### config.mk
export PLATFORM = sky130hd
export DESIGN_NAME = writeback_arbiter
export DESIGN_NICKNAME = d
export VERILOG_FILES = /design/src/rtl/writeback_arbiter.sv
export SDC_FILE = /design/constraint.sdc
export NUM_CORES = 1
export LEC_CHECK = 0
export CAP_MARGIN = 20
export CORE_ASPECT_RATIO = 0.9
export CORE_MARGIN = 2
export CORE_UTILIZATION = 45
export CTS_BUF_LIST = sky130_fd_sc_hd__clkbuf_2
export CTS_CLUSTER_DIAMETER = 150
export DETAILED_ROUTE_END_ITERATION = 8
export PLACE_DENSITY = 0.82
export RECOVER_POWER = 25
export SLEW_MARGIN = 20
export SYNTH_ARGS = -nofsm -noshare
export SYNTH_HDL_FRONTEND = slang
export SYNTH_HIERARCHICAL = 1
export SYNTH_SLANG_ARGS = --single-unit
### constraint.sdc
create_clock -name clock_i -period 1.4 [get_ports clock_i]
set_input_delay 0.42 -clock clock_i [delete_from_list [all_inputs] [get_ports clock_i]]
set_output_delay 0.42 -clock clock_i [all_outputs]
set_load 0.05 [all_outputs]
### src/rtl/writeback_arbiter.sv
// Shares one register-file write port between pipes A and B: each pipe feeds a
// one-entry holding buffer, drained oldest-first with the commit echoed on the clear port.

module wbBuffer #(
    parameter int DATA_WIDTH = 16,
    parameter int ADDR_WIDTH = 5
) (
    input  logic                  clock_i,
    input  logic                  reset_i,
    input  logic                  load,
    input  logic                  drain,
    input  logic [ADDR_WIDTH-1:0] addr,
    input  logic [DATA_WIDTH-1:0] data,
    output logic                  bufValid,
    output logic [ADDR_WIDTH-1:0] bufAddr,
    output logic [DATA_WIDTH-1:0] bufData
);
    // Load wins over drain so a buffer emptied on an edge refills on that same edge.
    always_ff @(posedge clock_i) begin
        if (!reset_i) begin
            bufValid <= 1'b0;
            bufAddr  <= '0;
            bufData  <= '0;
        end else if (load) begin
            bufValid <= 1'b1;
            bufAddr  <= addr;
            bufData  <= data;
        end else if (drain) begin
            bufValid <= 1'b0;
        end
    end
endmodule

module writeback_arbiter #(
    parameter int DATA_WIDTH  = 16,
    parameter int ADDR_WIDTH  = 5,
    parameter int COUNT_WIDTH = 8
) (
    input  logic                   clock_i,
    input  logic                   reset_i,
    input  logic                   validA_i,
    input  logic [ADDR_WIDTH-1:0]  addrA_i,
    input  logic [DATA_WIDTH-1:0]  dataA_i,
    output logic                   readyA_o,
    input  logic                   validB_i,
    input  logic [ADDR_WIDTH-1:0]  addrB_i,
    input  logic [DATA_WIDTH-1:0]  dataB_i,
    output logic                   readyB_o,
    input  logic                   hold_i,
    output logic                   wrEnable_o,
    output logic [ADDR_WIDTH-1:0]  wrAddr_o,
    output logic [DATA_WIDTH-1:0]  wrData_o,
    output logic                   clearValid_o,
    output logic [ADDR_WIDTH-1:0]  clearAddr_o,
    output logic [COUNT_WIDTH-1:0] collisionCount_o
);
    localparam logic [COUNT_WIDTH-1:0] COUNT_MAX = '1;

    // Index 0 is pipe A, index 1 is pipe B.
    logic [1:0]                 inValid, bufValid, grant, ready, load, postValid;
    logic [1:0][ADDR_WIDTH-1:0] inAddr, bufAddr;
    logic [1:0][DATA_WIDTH-1:0] inData, bufData;
    logic                       olderIsA, olderNext;

    assign inValid = {validB_i, validA_i};
    assign inAddr  = {addrB_i, addrA_i};
    assign inData  = {dataB_i, dataA_i};

    assign grant[0]  = !hold_i && bufValid[0] && (!bufValid[1] || olderIsA);
    assign grant[1]  = !hold_i && bufValid[1] && (!bufValid[0] || !olderIsA);
    assign ready     = {2{reset_i}} & (~bufValid | grant);
    assign load      = inValid & ready;
    assign postValid = load | (bufValid & ~grant);

    assign readyA_o = ready[0];
    assign readyB_o = ready[1];

    for (genvar p = 0; p < 2; p++) begin : gPipe
        wbBuffer #(.DATA_WIDTH(DATA_WIDTH), .ADDR_WIDTH(ADDR_WIDTH)) uBuf (
            .clock_i  (clock_i),
            .reset_i  (reset_i),
            .load     (load[p]),
            .drain    (grant[p]),
            .addr     (inAddr[p]),
            .data     (inData[p]),
            .bufValid (bufValid[p]),
            .bufAddr  (bufAddr[p]),
            .bufData  (bufData[p])
        );
    end

    // With both occupied afterwards, a freshly loaded B (alone or alongside A)
    // makes A the elder; a freshly loaded A alone makes B the elder.
    always_comb begin
        olderNext = olderIsA;
        case (postValid)
            2'b01: olderNext = 1'b1;
            2'b10: olderNext = 1'b0;
            2'b11: begin
                if (load[1])      olderNext = 1'b1;
                else if (load[0]) olderNext = 1'b0;
            end
            default: olderNext = olderIsA;
        endcase
    end

    always_ff @(posedge clock_i) begin
        if (!reset_i) begin
            olderIsA         <= 1'b1;
            collisionCount_o <= '0;
            wrEnable_o       <= 1'b0;
            wrAddr_o         <= '0;
            wrData_o         <= '0;
        end else begin
            olderIsA <= olderNext;
            if (&bufValid && collisionCount_o != COUNT_MAX)
                collisionCount_o <= collisionCount_o + 1'b1;
            wrEnable_o <= |grant;
            if (grant[1]) begin
                wrAddr_o <= bufAddr[1];
                wrData_o <= bufData[1];
            end else if (grant[0]) begin
                wrAddr_o <= bufAddr[0];
                wrData_o <= bufData[0];
            end
        end
    end

    assign clearValid_o = wrEnable_o;
    assign clearAddr_o  = wrAddr_o;
endmodule

# ---- Word-level counts from Yosys, hierarchy flattened
# Cells that the tools add are included.
dict set report word_totals {
  regBits 75
  in_bits 47
  output_inout_bits 38
  elab_cells 53
}
dict set report classes {
  add_sub_neg 1
  n_eq_ne 5
  n_mux 11
  bitwise_logic 7
  reduce_logical 18
}
# op n
set op_table {}
lappend op_table {{two-way mux 16 bit} 2}
lappend op_table {{two-way mux 5 bit} 2}
lappend op_table {{adder 8 x 1 -> 8 bit, second input constant} 1}
lappend op_table {{!= test 8 bit, second input constant} 1}
lappend op_table {{AND 2 bit} 3}
lappend op_table {{two-way mux 1 bit} 6}
lappend op_table {{nonzero test 2 bit} 3}
lappend op_table {{logical AND 1 bit} 5}
lappend op_table {{equality test 2 bit, second input constant} 2}
lappend op_table {{zero test 1 bit} 4}
lappend op_table {{inverter 2 bit} 2}
lappend op_table {{OR 2 bit} 2}
lappend op_table {{AND reduction 2 bit} 2}
lappend op_table {{!= test 3 bit, second input constant} 1}
lappend op_table {{one-hot mux 1 bit (3 select lines)} 1}
lappend op_table {{nonzero test 3 bit} 1}
lappend op_table {{equality test 2 x 1 -> 1 bit, second input constant} 1}
lappend op_table {{logical OR 1 bit} 2}
lappend op_table {{OR reduction 2 bit} 1}

# ---- Depth between registers and ports, before layout
# Gate-level depths: netlist (run 1).
dict set report logic_depth {
  word_depth 10
  mapped_depth 9
  mapped_depth_nobuf 8
}

# ---- Modules after synthesis
# Netlist (run 1), hierarchy kept.
# module n_inst cells_each area_per_inst_um2 seq_area_each_um2
set by_module_without_submodules {}
lappend by_module_without_submodules {wbBuffer 2 71 854.6 440.4}
lappend by_module_without_submodules {writeback_arbiter 1 165 1492.7 620.6}

# ---- Worst setup path after synthesis (run 1)
# Ideal clock, no wire load.
dict set report synth_timing {
  path_type {in2out}
  from {in hold_i}
  to {out readyB_o}
  arrival_ns 1.411
  required_ns 0.980
  setup_slack_ns -0.431
  path_stages 2
  path_buffers 0
  cell_sequence {a21o_2 -> a21oi_1}
}
dict set report synth_via {
  elab_chain_len 5
}
# element line_no
set synth_lines {}
lappend synth_lines {{start, declared} 49} ;# input logic hold_i,
lappend synth_lines {{zero test 1 bit} 70} ;# assign grant[1] = !hold_i && bufValid[1] && (!bufValid[0] || !olderIsA);
lappend synth_lines {{logical AND 1 bit (2 in a row)} 70}
lappend synth_lines {{OR 2 bit} 71} ;# assign ready = {2{reset_i}} & (~bufValid | grant);
lappend synth_lines {{AND 2 bit} 71}
lappend synth_lines {{end, declared} 48} ;# output logic readyB_o,
# Every way passes these cells.

# ---- Worst setup path in the final report (run 1)
dict set report layout_timing {
  from {reg olderIsA}
  to {out readyB_o}
}
dict set report layout_via {
  elab_chain_len 5
}
# element line_no
set layout_lines {}
lappend layout_lines {{start, declared} 63} ;# logic olderIsA, olderNext;
lappend layout_lines {{start signal, assigned} 115} ;# olderIsA <= olderNext;
lappend layout_lines {{zero test 1 bit} 70}
lappend layout_lines {{logical OR 1 bit} 70}
lappend layout_lines {{logical AND 1 bit} 70}
lappend layout_lines {{OR 2 bit} 71}
lappend layout_lines {{AND 2 bit} 71}
# Every way passes these cells.

==> key figures, run 1 <==
Outcome
  – Status: complete, but fails checks
  – Failing checks: setup timing

Layout
  – Final std cells w/o fill: 525
  – Syn-to-layout area delta: 61.2%
  – Area of the multi-input gates: 1570 um^2
  – Most frequent cells in the layout: mux2i_1 (62), buf_12 (49), clkdlybuf4s50_1 (45)
  – Share of cells above drive strength 1: 0.359
  – Filler cells: 446
  – Commonest non-fill, non-tap cell in the layout: mux2i_1
  – Fin nets: approximately 480
  – Final core occ: 0.741
  – ANT cells: 0
  – Sequential Area: approximately 1600 um^2

Clock network
  – CTS tree: yes
  – Clock Pin Slew Worst Setup and Hold Paths: between 0.2 and 0.25 ns
  – Worst-Skew Late Latency: 0.52 ns
  – Clock Tree Buf Depth: 2
  – CTS Buf Count: 9
  – # H-tree levels: 3
  – Clock Sinks: 75
  – Clk root buf: clkbuf_2

STA
  – Setup TNS: -12.89 ns
  – Final Hold Viols: 0
  – Final Cycle Share: 1.41
  – Worst-margin pin slew: 0.294 ns
  – Clk_skew: 0.0219 ns
  – Max_slew headroom: 0.803
  – Final setup vio count: 86
  – Minimum clock period: approximately 2.0 ns
  – Hold_ws: 0.483 ns
  – Final WS setup: -0.576 ns
  – Fmax achieved: 0.506 GHz
  – RSZ-0062 raised after global routing: true
  – Slew Viols, Final: 0

Critical path
  – Crit path launch type: flip-flop
  – Arrival time at the worst endpoint: 1.56 ns
  – Worst R2R Path Depth: 8
  – Worst-path cell chain: a21o_4 -> buf_12 -> a21oi_4 -> buf_12
  – Crit. End Element: output port
  – CP Class: flip-flop to output port
  – CP Max Fanout: 4
  – Crit-path max cell delay: 0.41 ns
  – FF-to-FF Start: olderIsA$_SDFFE_PN1P_
  – Critical path's slowest cell: dfxtp_4
  – CP Launch Point: olderIsA$_SDFFE_PN1P_
  – Worst path required time: 0.98 ns
  – Most frequent cell on the critical path: buf_12

Power and ir drop
  – Clock Power Share: 0.307
  – Int Power: 0.00328 W
  – Sw Share: 0.266
  – NetSw: 0.00119 W
  – Pleak: 2.12 nW
  – Comb pwr share: 0.186
  – Power per cell area: 866 nW/um^2
  – Max VDD drop: ~0.77 mV
  – Reg power frac: 0.506

Detailed routing
  – Via/cell ratio: approximately 5.0
  – Routed wire length: approximately 8400 um
  – DR pass1 iterations: 4
  – Number of nets with antenna violations after routing: 0
  – DRC: 0
  – Initial detailed-routing violation count: 135
  – Routed vias: between 2,000 and 3,000
  – DR WL/cell: 16.1 um

GRT
  – First-pass GRT wire length: 13,400 um
  – GRT overflow: 0
  – Pin count of the biggest net entering global routing: 33
  – All-Layer GR Usage: 0.218
  – Vias in the first global route: 2,801
  – Initial antenna violation count: 0

Placement
  – RePlAce Congestion: 0.810
  – Dpl ws: -0.675 ns
  – DP Wirelength: 5360 um
  – Port bufs: 84
  – Placed Instances: 487

Logic synthesis
  – Post-synth EDFFs: 0
  – Distinct cells, synth: 36
  – Share of flip-flops with an asynchronous set or reset: 0
  – #FFs+latches synth: 75
  – Netlist Area Pre-Place: around 3200 um^2
  – Syn Area/Cell: 10.4 um^2
  – Synthesized net count: 356
  – Ys flop type: dfxtp_1
  – Seq/Total Area, Yosys: 0.469
  – Gate Count Post-Synth: 307
  – Yosys Warn Count: 6

Floorplanning
  – Chip Width: 92.9 um
  – Initial Utilization: 0.460
  – Die ar.: around 7800 um^2
  – Vert. Die Dim: between 80 and 90 um
  – Std cell rows: 29
  – Core box area: 6970 um^2
  – Io pins: 85

Hold path
  – Hold Crit Class: flip-flop to flip-flop
  – Hold_sp: wrData_o[5]$_SDFFE_PN0P_
  – Hold path cells: 2

Flow run
  – Maxcap violations: 0
kinds of logic after synthesis:
| family | count (synthesis) | share of synthesized area |
|---|---|---|
| XOR/XNOR | 6 | 0.0164 |
| buffers and inverters | 27 | 0.0688 |
| adder cells (fa/ha/maj) | 2 | 0.00781 |
| multiplexers | 64 | 0.200 |
| AO/OA/AOI/OAI | 35 | 0.0727 |
| AND/OR/NAND/NOR | 98 | 0.165 |
| flip-flops | 75 | 0.469 |
power by group through the flow:
stage | Sequential [W] | Combinational, W | Clock [W]
final | 0.00226 | 0.000833 | 0.00137
after global routing | 0.00227 | 0.000878 | 0.00150
after CTS | 0.00226 | 0.000834 | 0.00140
after detailed placement | 0.00232 | 0.000746 | 0
after global placement | 0.00232 | 0.000728 | 0
after floorplan | 0.00234 | 0.000362 | 0
routing by layer:
layer,vias up,track usage,share of wire
li1,1275,-,-
met1,1253,0.253,0.42
met2,82,0.387,0.51
met3,21,0.0596,0.041
met4,0,0.0722,0.025
met5,-,0,0
critical path, delay by kind of cell (launching register included):
family | cells | cell delay [ns]
AOI/OAI and AO/OA | 2 | 0.35
buffers and inverters | 2 | 0.27
DFF | 1 | 0.41
flip-flops by register name, indices dropped and copies added (netlist names):
register,cells
clearValid_o,1
gPipe.uBuf/bufAddr,10
olderIsA,1
gPipe.uBuf/bufValid,2
collisionCount_o,8
wrData_o,16
clearAddr_o,5
gPipe.uBuf/bufData,32
per-stage QoR:
step | total power [W] | instance area, um^2
finish | 0.00447 | 5160
global route | 0.00465 | 5160
CTS | 0.00450 | 5160
detailed placement | 0.00307 | 4670
global placement | 0.00304 | 4670
floorplan | 0.00270 | 3230
Yosys cell counts, drive strengths merged, types with 3 or more instances:
master  number  area [um^2]
a21oi        3         18.8
and2         3         18.8
buf         16          179
clkbuf       7         26.3
dfxtp       75         1500
inv          4         15.0
mux2i       64          641
nand2       31          119
nand4        4         25.0
nor2         8         30.0
nor2b       46          295
o21ai       23          119
xor2         5         43.8
worst paths after layout:
path,slack (ns),endpoint
hold reg to reg,0.48,wrData_o[5]$_SDFFE_PN0P_
setup / recovery,-0.58,readyB_o
hold / removal,0.48,wrData_o[5]$_SDFFE_PN0P_
setup reg to reg,-0.35,gPipe[1].uBuf/bufData[5]$_SDFFE_PN0P_
cell type report:
cell class | count | area share
Inverter | 4 | 0.00291
Tap cell | 93 | 0.0225
Clock inverter | 6 | 0.0172
Timing Repair Buffer | 132 | 0.338
Multi-Input combinational cell | 205 | 0.304
Sequential cell | 75 | 0.306
Clock buffer | 10 | 0.00970
timing repair:
item | in CTS | in global routing
endpoints found under the hold margin | 0 | 0
hold buffers | 0 | 0
endpoints found under the setup margin | 84 | 97
resized for setup | 50 | 9
buffers inserted | 15 | 8
cloned | 3 | 0
pin swaps | 6 | 4
Power figures use the tool's default switching activity.
==> inputs of run 2 (changes only) <==
CORE_UTILIZATION = 50   (was 45)
GPL_TIMING_DRIVEN = 0   (was not set)
PLACE_DENSITY = 0.86   (was 0.82)
clock period = 2.2 ns   (was 1.4 ns; I/O delays follow)
==> run 2 against run 1 <==
  * Clock skew is 0.0046 ns higher
  * Design area is 21% lower
  * The run now ends clean
  * Power is 46% lower
  * Count of clock-buffer cells in the layout rose by 3
  * Non-clock buffer count shrank 24
  * Critical path type unchanged
  * Via count down 6.5%
  * Critical path depth is 3 lower
==> key figures, run 2 (synthesized netlist as in run 1, its figures left out) <==
Detailed routing
  – Initial detailed-routing violation count: 58
  – DR WL/cell: 14.2 um
  – Number of nets with antenna violations after routing: 0
  – Routed wire length: 7010 um
  – Via/cell ratio: approximately 5.0
  – DRC: 0
  – DR pass1 iterations: 4
  – Routed vias: between 2,000 and 2,500

GRT
  – Initial antenna violation count: 0
  – GRT overflow: 0
  – All-Layer GR Usage: 0.213
  – Pin count of the biggest net entering global routing: 17
  – Vias in the first global route: 2,536
  – First-pass GRT wire length: 11,500 um

Floorplanning
  – Core box area: 6150 um^2
  – Std cell rows: 27
  – Initial Utilization: 0.521
  – Vert. Die Dim: between 70 and 80 um
  – Io pins: 85
  – Die ar.: 7060 um^2
  – Chip Width: 88.4 um

Layout
  – Most frequent cells in the layout: dfxtp_1 (72), mux2i_1 (64), nor2b_1 (45)
  – ANT cells: 0
  – Commonest non-fill, non-tap cell in the layout: dfxtp_1
  – Top Registers: gPipe.uBuf/bufData x32, wrData_o x16, gPipe.uBuf/bufAddr x10
  – Share of cells above drive strength 1: 0.127
  – Final Cell Area: 4100 um^2
  – Syn-to-layout area delta: 28.1%
  – Fin nets: between 400 and 500
  – Max FFs per register: 32
  – Largest reg by FF count: gPipe.uBuf/bufData
  – Filler cells: 545

Critical path
  – Crit. End Element: output port
  – CP Class: flip-flop to output port
  – Largest delay contributor family on the critical path: buffers and inverters
  – CP Max Fanout: 3
  – WP buf/inv: 1
  – Worst-path cell chain: dlygate4sd2_1
  – Worst path required time: 1.54 ns
  – Crit path launch type: flip-flop
  – Crit-path max cell delay: 0.55 ns
  – Arrival time at the worst endpoint: 1.43 ns
  – Critical path's slowest cell: dlygate4sd2_1

Placement
  – RePlAce Congestion: a little under 0.8
  – Port bufs: 84
  – Placed cell area: just over 4000 um^2
  – DP Wirelength: 5150 um
  – Dpl ws: -1.11 ns

Clock network
  – # H-tree levels: 3
  – Clk root buf: clkbuf_2
  – CTS Buf Count: 9
  – Clock Tree Buf Depth: 2
  – Worst-Skew Late Latency: 0.48 ns
  – Clock Pin Slew Worst Setup and Hold Paths: 0.20 ns
  – CTS tree: yes
  – Clock Sinks: 75

STA
  – RSZ-0062 raised after global routing: false
  – Hold_ws: 0.457 ns
  – Slew Viols, Final: 0
  – Final WS setup: 0.114 ns
  – Setup TNS: 0 ns
  – Final Hold Viols: 0
  – Minimum clock period: 2.09 ns
  – Max_slew headroom: 0.545
  – Final setup vio count: 0
  – Clk_skew: 0.0265 ns
  – Fmax achieved: approximately 0.48 GHz
  – Worst-margin pin slew: 0.673 ns
  – Final Cycle Share: 0.948

Hold path
  – Hold Crit Class: flip-flop to flip-flop

Power and ir drop
  – Total power: 0.00242 W
  – Max VDD drop: 0.344 mV
  – Pleak: 1.80 nW
  – Power per cell area: 590 nW/um^2

Flow run
  – Maxcap violations: 0

Outcome
  – Status: finished, final reports clean
-- run 2: changes by cell type in the layout (fill, tap and decap cells not counted), moves of 6 or more --
cell	delta
dfxtp_1	+30
clkbuf_1	+10
buf_12	-48
o21ai_0	+6
buf_4	-20
o21ai_1	-6
dfxtp_2	-16
clkbuf_2	+11
dfxtp_4	-14
dlygate4sd2_1	+26
-- run 2: layout make-up --
| type | instances | area (um^2) | area share |
|---|---|---|---|
| multi-input combinational | 205 | 1460 | 0.356 |
| buffer | 22 | 133 | 0.0323 |
| tap | 87 | 109 | 0.0265 |
| clock inverter | 3 | 15.0 | 0.00366 |
| clock buffer | 13 | 65.1 | 0.0159 |
| inverter | 4 | 15.0 | 0.00366 |
| sequential | 75 | 1510 | 0.368 |
| timing repair buffer | 86 | 796 | 0.194 |
-- run 2: where the power goes --
group,leakage [nW],switching [W],internal (W)
clock,0.0657,0.000427,0.000163
combinational,1.13,0.000190,0.000193
sequential,0.611,0.0000334,0.00141
total,1.80,0.000651,0.00177
-- run 2: repair_timing --
item,CTS,global route
buffers inserted,1,1
setup endpoints to repair,38,10
hold buffers,0,0
pin swaps,1,2
resized for setup,62,17
-- run 2: final timing paths --
kind | startpoint | endpoint | cells past startpoint | slack [ns]
max reg2reg | gPipe[1].uBuf/bufValid$_SDFFE_PN0P_ | gPipe[0].uBuf/bufData[10]$_SDFFE_PN0P_ | 8 | 0.18
min | wrData_o[4]$_SDFFE_PN0P_ | wrData_o[4]$_SDFFE_PN0P_ | 2 | 0.46
max | clearAddr_o[2]$_SDFFE_PN0P_ | clearAddr_o[2] | 1 | 0.11
min reg2reg | wrData_o[4]$_SDFFE_PN0P_ | wrData_o[4]$_SDFFE_PN0P_ | 2 | 0.46
-- run 2: metrics by stage --
step / utilization / instances
finish: 0.667 / 495
global route: 0.667 / 495
CTS: 0.681 / 494
detailed placement: 0.676 / 478
global placement: 0.676 / 478
floorplan: - / 307
-- run 2: metal layers --
metal / routed length (um) / GRT usage
met3: 461 / 0.0745
met5: 0 / 0
met4: 64 / 0.0667
met1: 2990 / 0.244
met2: 3490 / 0.369
==> inputs of run 3 (changes only) <==
CTS_CLUSTER_SIZE = 28   (was not set)
SKIP_LAST_GASP = 1   (was not set)
==> run 3 against run 2 <==
  * Non-clock buffer count unchanged
  * Die area is the same
  * Utilization is essentially flat
  * Wire length is 0.23% lower
  * Hold slack got worse by 0.0014 ns
  * Combinational power barely moved
  * Worst setup slack worse by 0.11 ns
  * Clock power is essentially flat
==> key figures, run 3 (synthesized netlist as in run 1, its figures left out) <==
Outcome
  – Status: finished, final reports clean

Detailed routing
  – Number of nets with antenna violations after routing: 0
  – DR pass1 iterations: 6
  – Routed vias: 2,465
  – Initial detailed-routing violation count: 63
  – Routed wire length: about 7000 um
  – Via/cell ratio: around 5
  – DR WL/cell: between 10 and 15 um
  – DRC: 0

Placement
  – Dpl ws: -1.11 ns
  – Port bufs: between 80 and 90
  – RePlAce Congestion: 0.785
  – DP Wirelength: 5150 um

Floorplanning
  – Io pins: 85
  – Std cell rows: 27
  – Chip Width: 88.4 um
  – Initial Utilization: 0.521
  – Core box area: about 6100 um^2
  – Vert. Die Dim: 79.9 um
  – Die ar.: 7060 um^2

Layout
  – Max FFs per register: 32
  – Filler cells: around 550
  – Commonest non-fill, non-tap cell in the layout: dfxtp_1
  – Share of cells above drive strength 1: 0.125
  – Syn-to-layout area delta: 28.0%
  – Fin nets: 452
  – ANT cells: 0
  – Most frequent cells in the layout: dfxtp_1 (73), mux2i_1 (64), nor2b_1 (45)
  – Top Registers: gPipe.uBuf/bufData x32, wrData_o x16, gPipe.uBuf/bufAddr x10
  – Largest reg by FF count: gPipe.uBuf/bufData

Clock network
  – CTS Buf Count: 9
  – Clock Tree Buf Depth: 2
  – CTS tree: yes
  – Clk root buf: clkbuf_2
  – Clock Sinks: 75
  – Hold_buf cts: 0
  – Worst-Skew Late Latency: 0.48 ns
  – # H-tree levels: 3
  – Clock Pin Slew Worst Setup and Hold Paths: 0.17 ns

Critical path
  – Crit. End Element: output port
  – WP buf/inv: 2
  – Largest delay contributor family on the critical path: buffers and inverters
  – Worst path required time: 1.54 ns
  – Worst R2R Path Depth: 8
  – FF-to-FF Start: gPipe[1].uBuf/bufValid$_SDFFE_PN0P_
  – Crit path launch type: input port
  – R2r endpoint: gPipe[0].uBuf/bufData[10]$_SDFFE_PN0P_
  – CP Max Fanout: 5
  – Worst-path cell chain: dlygate4sd2_1 -> a21o_2 -> a21oi_2 -> buf_4
  – Reg2reg setup slack: 0.19 ns
  – Arrival time at the worst endpoint: 1.53 ns
  – CP Class: input port to output port
  – Critical path's slowest cell: dlygate4sd2_1
  – Crit-path max cell delay: 0.30 ns

Power and ir drop
  – Pleak: 1.80 nW
  – Power per cell area: about 590 nW/um^2
  – Max VDD drop: between 0.3 and 0.4 mV

GRT
  – Pin count of the biggest net entering global routing: 17
  – First-pass GRT wire length: ~12,000 um
  – All-Layer GR Usage: 0.213
  – GRT overflow: 0
  – Initial antenna violation count: 0
  – Vias in the first global route: 2,536

STA
  – Final Hold Viols: 0
  – Final Cycle Share: 0.996
  – Slew Viols, Final: 0
  – Clk_skew: roughly 0.026 ns
  – Final setup vio count: 0
  – Worst-margin pin slew: between 0.6 and 0.7 ns
  – Minimum clock period: 2.19 ns
  – Hold_ws: 0.455 ns
  – RSZ-0062 raised after global routing: true
  – Final WS setup: about 0.0082 ns
  – Max_slew headroom: 0.544
  – Fmax achieved: 0.456 GHz

Flow run
  – Maxcap violations: 0

Hold path
  – Hold_sp: wrData_o[4]$_SDFFE_PN0P_
  – Hold Crit Class: flip-flop to flip-flop
  – Hold path cells: 2
  – Hold endpoint: wrData_o[4]$_SDFFE_PN0P_
## run 3: changes by cell type in the layout (fill, tap and decap cells not counted), sizes merged
cell | previous run | this run
buf | 15 | 14
dlygate4sd2 | 26 | 27
## run 3: layout make-up
| class | count | area [um^2] | area share |
|---|---|---|---|
| Sequential cell | 75 | 1500 | 0.367 |
| Inverter | 4 | 15.0 | 0.00366 |
| Multi-Input combinational cell | 205 | 1470 | 0.357 |
| Tap cell | 87 | 109 | 0.0266 |
| Buffer | 22 | 133 | 0.0324 |
| Clock inverter | 3 | 15.0 | 0.00366 |
| Clock buffer | 13 | 65.1 | 0.0159 |
| Timing Repair Buffer | 86 | 793 | 0.194 |
## run 3: what timing repair did
| item | 4_1_cts | 5_1_grt |
|---|---|---|
| resized for setup | 59 | 18 |
| setup endpoints to repair | 38 | 10 |
| hold endpoints to repair | 0 | 0 |
| pin swaps | 1 | 1 |
| setup buffers | 1 | 1 |
## run 3: how the worst max path moves through the flow
stage                       start       end  slack, ns  cells past startpoint
after CTS                 reset_i  readyB_o      -0.06                      4
final                      hold_i  readyB_o      0.008                      4
after detailed placement  reset_i  readyB_o      -1.11                      4
after floorplan            hold_i  readyB_o       0.19                      2
after global routing       hold_i  readyB_o      -0.05                      4
after global placement    reset_i  readyB_o      -1.11                      4
## run 3: worst register-to-register path, cell delays in order, from the launching register on
cell,delay (ns)
dfxtp_1,0.37
nor2b_4,0.14
o21ai_2,0.13
buf_4,0.15
nor2b_1,0.13
clkbuf_1,0.29
clkbuf_2,0.41
mux2i_1,0.25
nor2b_1,0.06
## run 3: where the power goes
group          leakage, nW  switching [W]  internal [W]
logic                 1.13       0.000191      0.000193
registers            0.610      0.0000333       0.00141
clock network       0.0657       0.000428      0.000163
## run 3: through the flow
stage	setup TNS [ns]	util	total power (W)	cell area [um^2]	instances
2_1_floorplan	0	-	0.00172	3210	307
3_3_place_gp	-20.79	0.676	0.00187	4160	478
3_5_place_dp	-23.39	0.676	0.00189	4160	478
4_1_cts	-0.0588	0.682	0.00246	4190	494
5_1_grt	-0.0629	0.667	0.00254	4100	495
6_report	0	0.667	0.00242	4100	495
## run 3: layer usage
layer	global-route usage	up-vias	routed length [um]
met1	0.244	1159	2980
met2	0.369	69	3480
met3	0.0745	11	456
met4	0.0667	0	82
li1	-	1226	-
met5	0	-	0
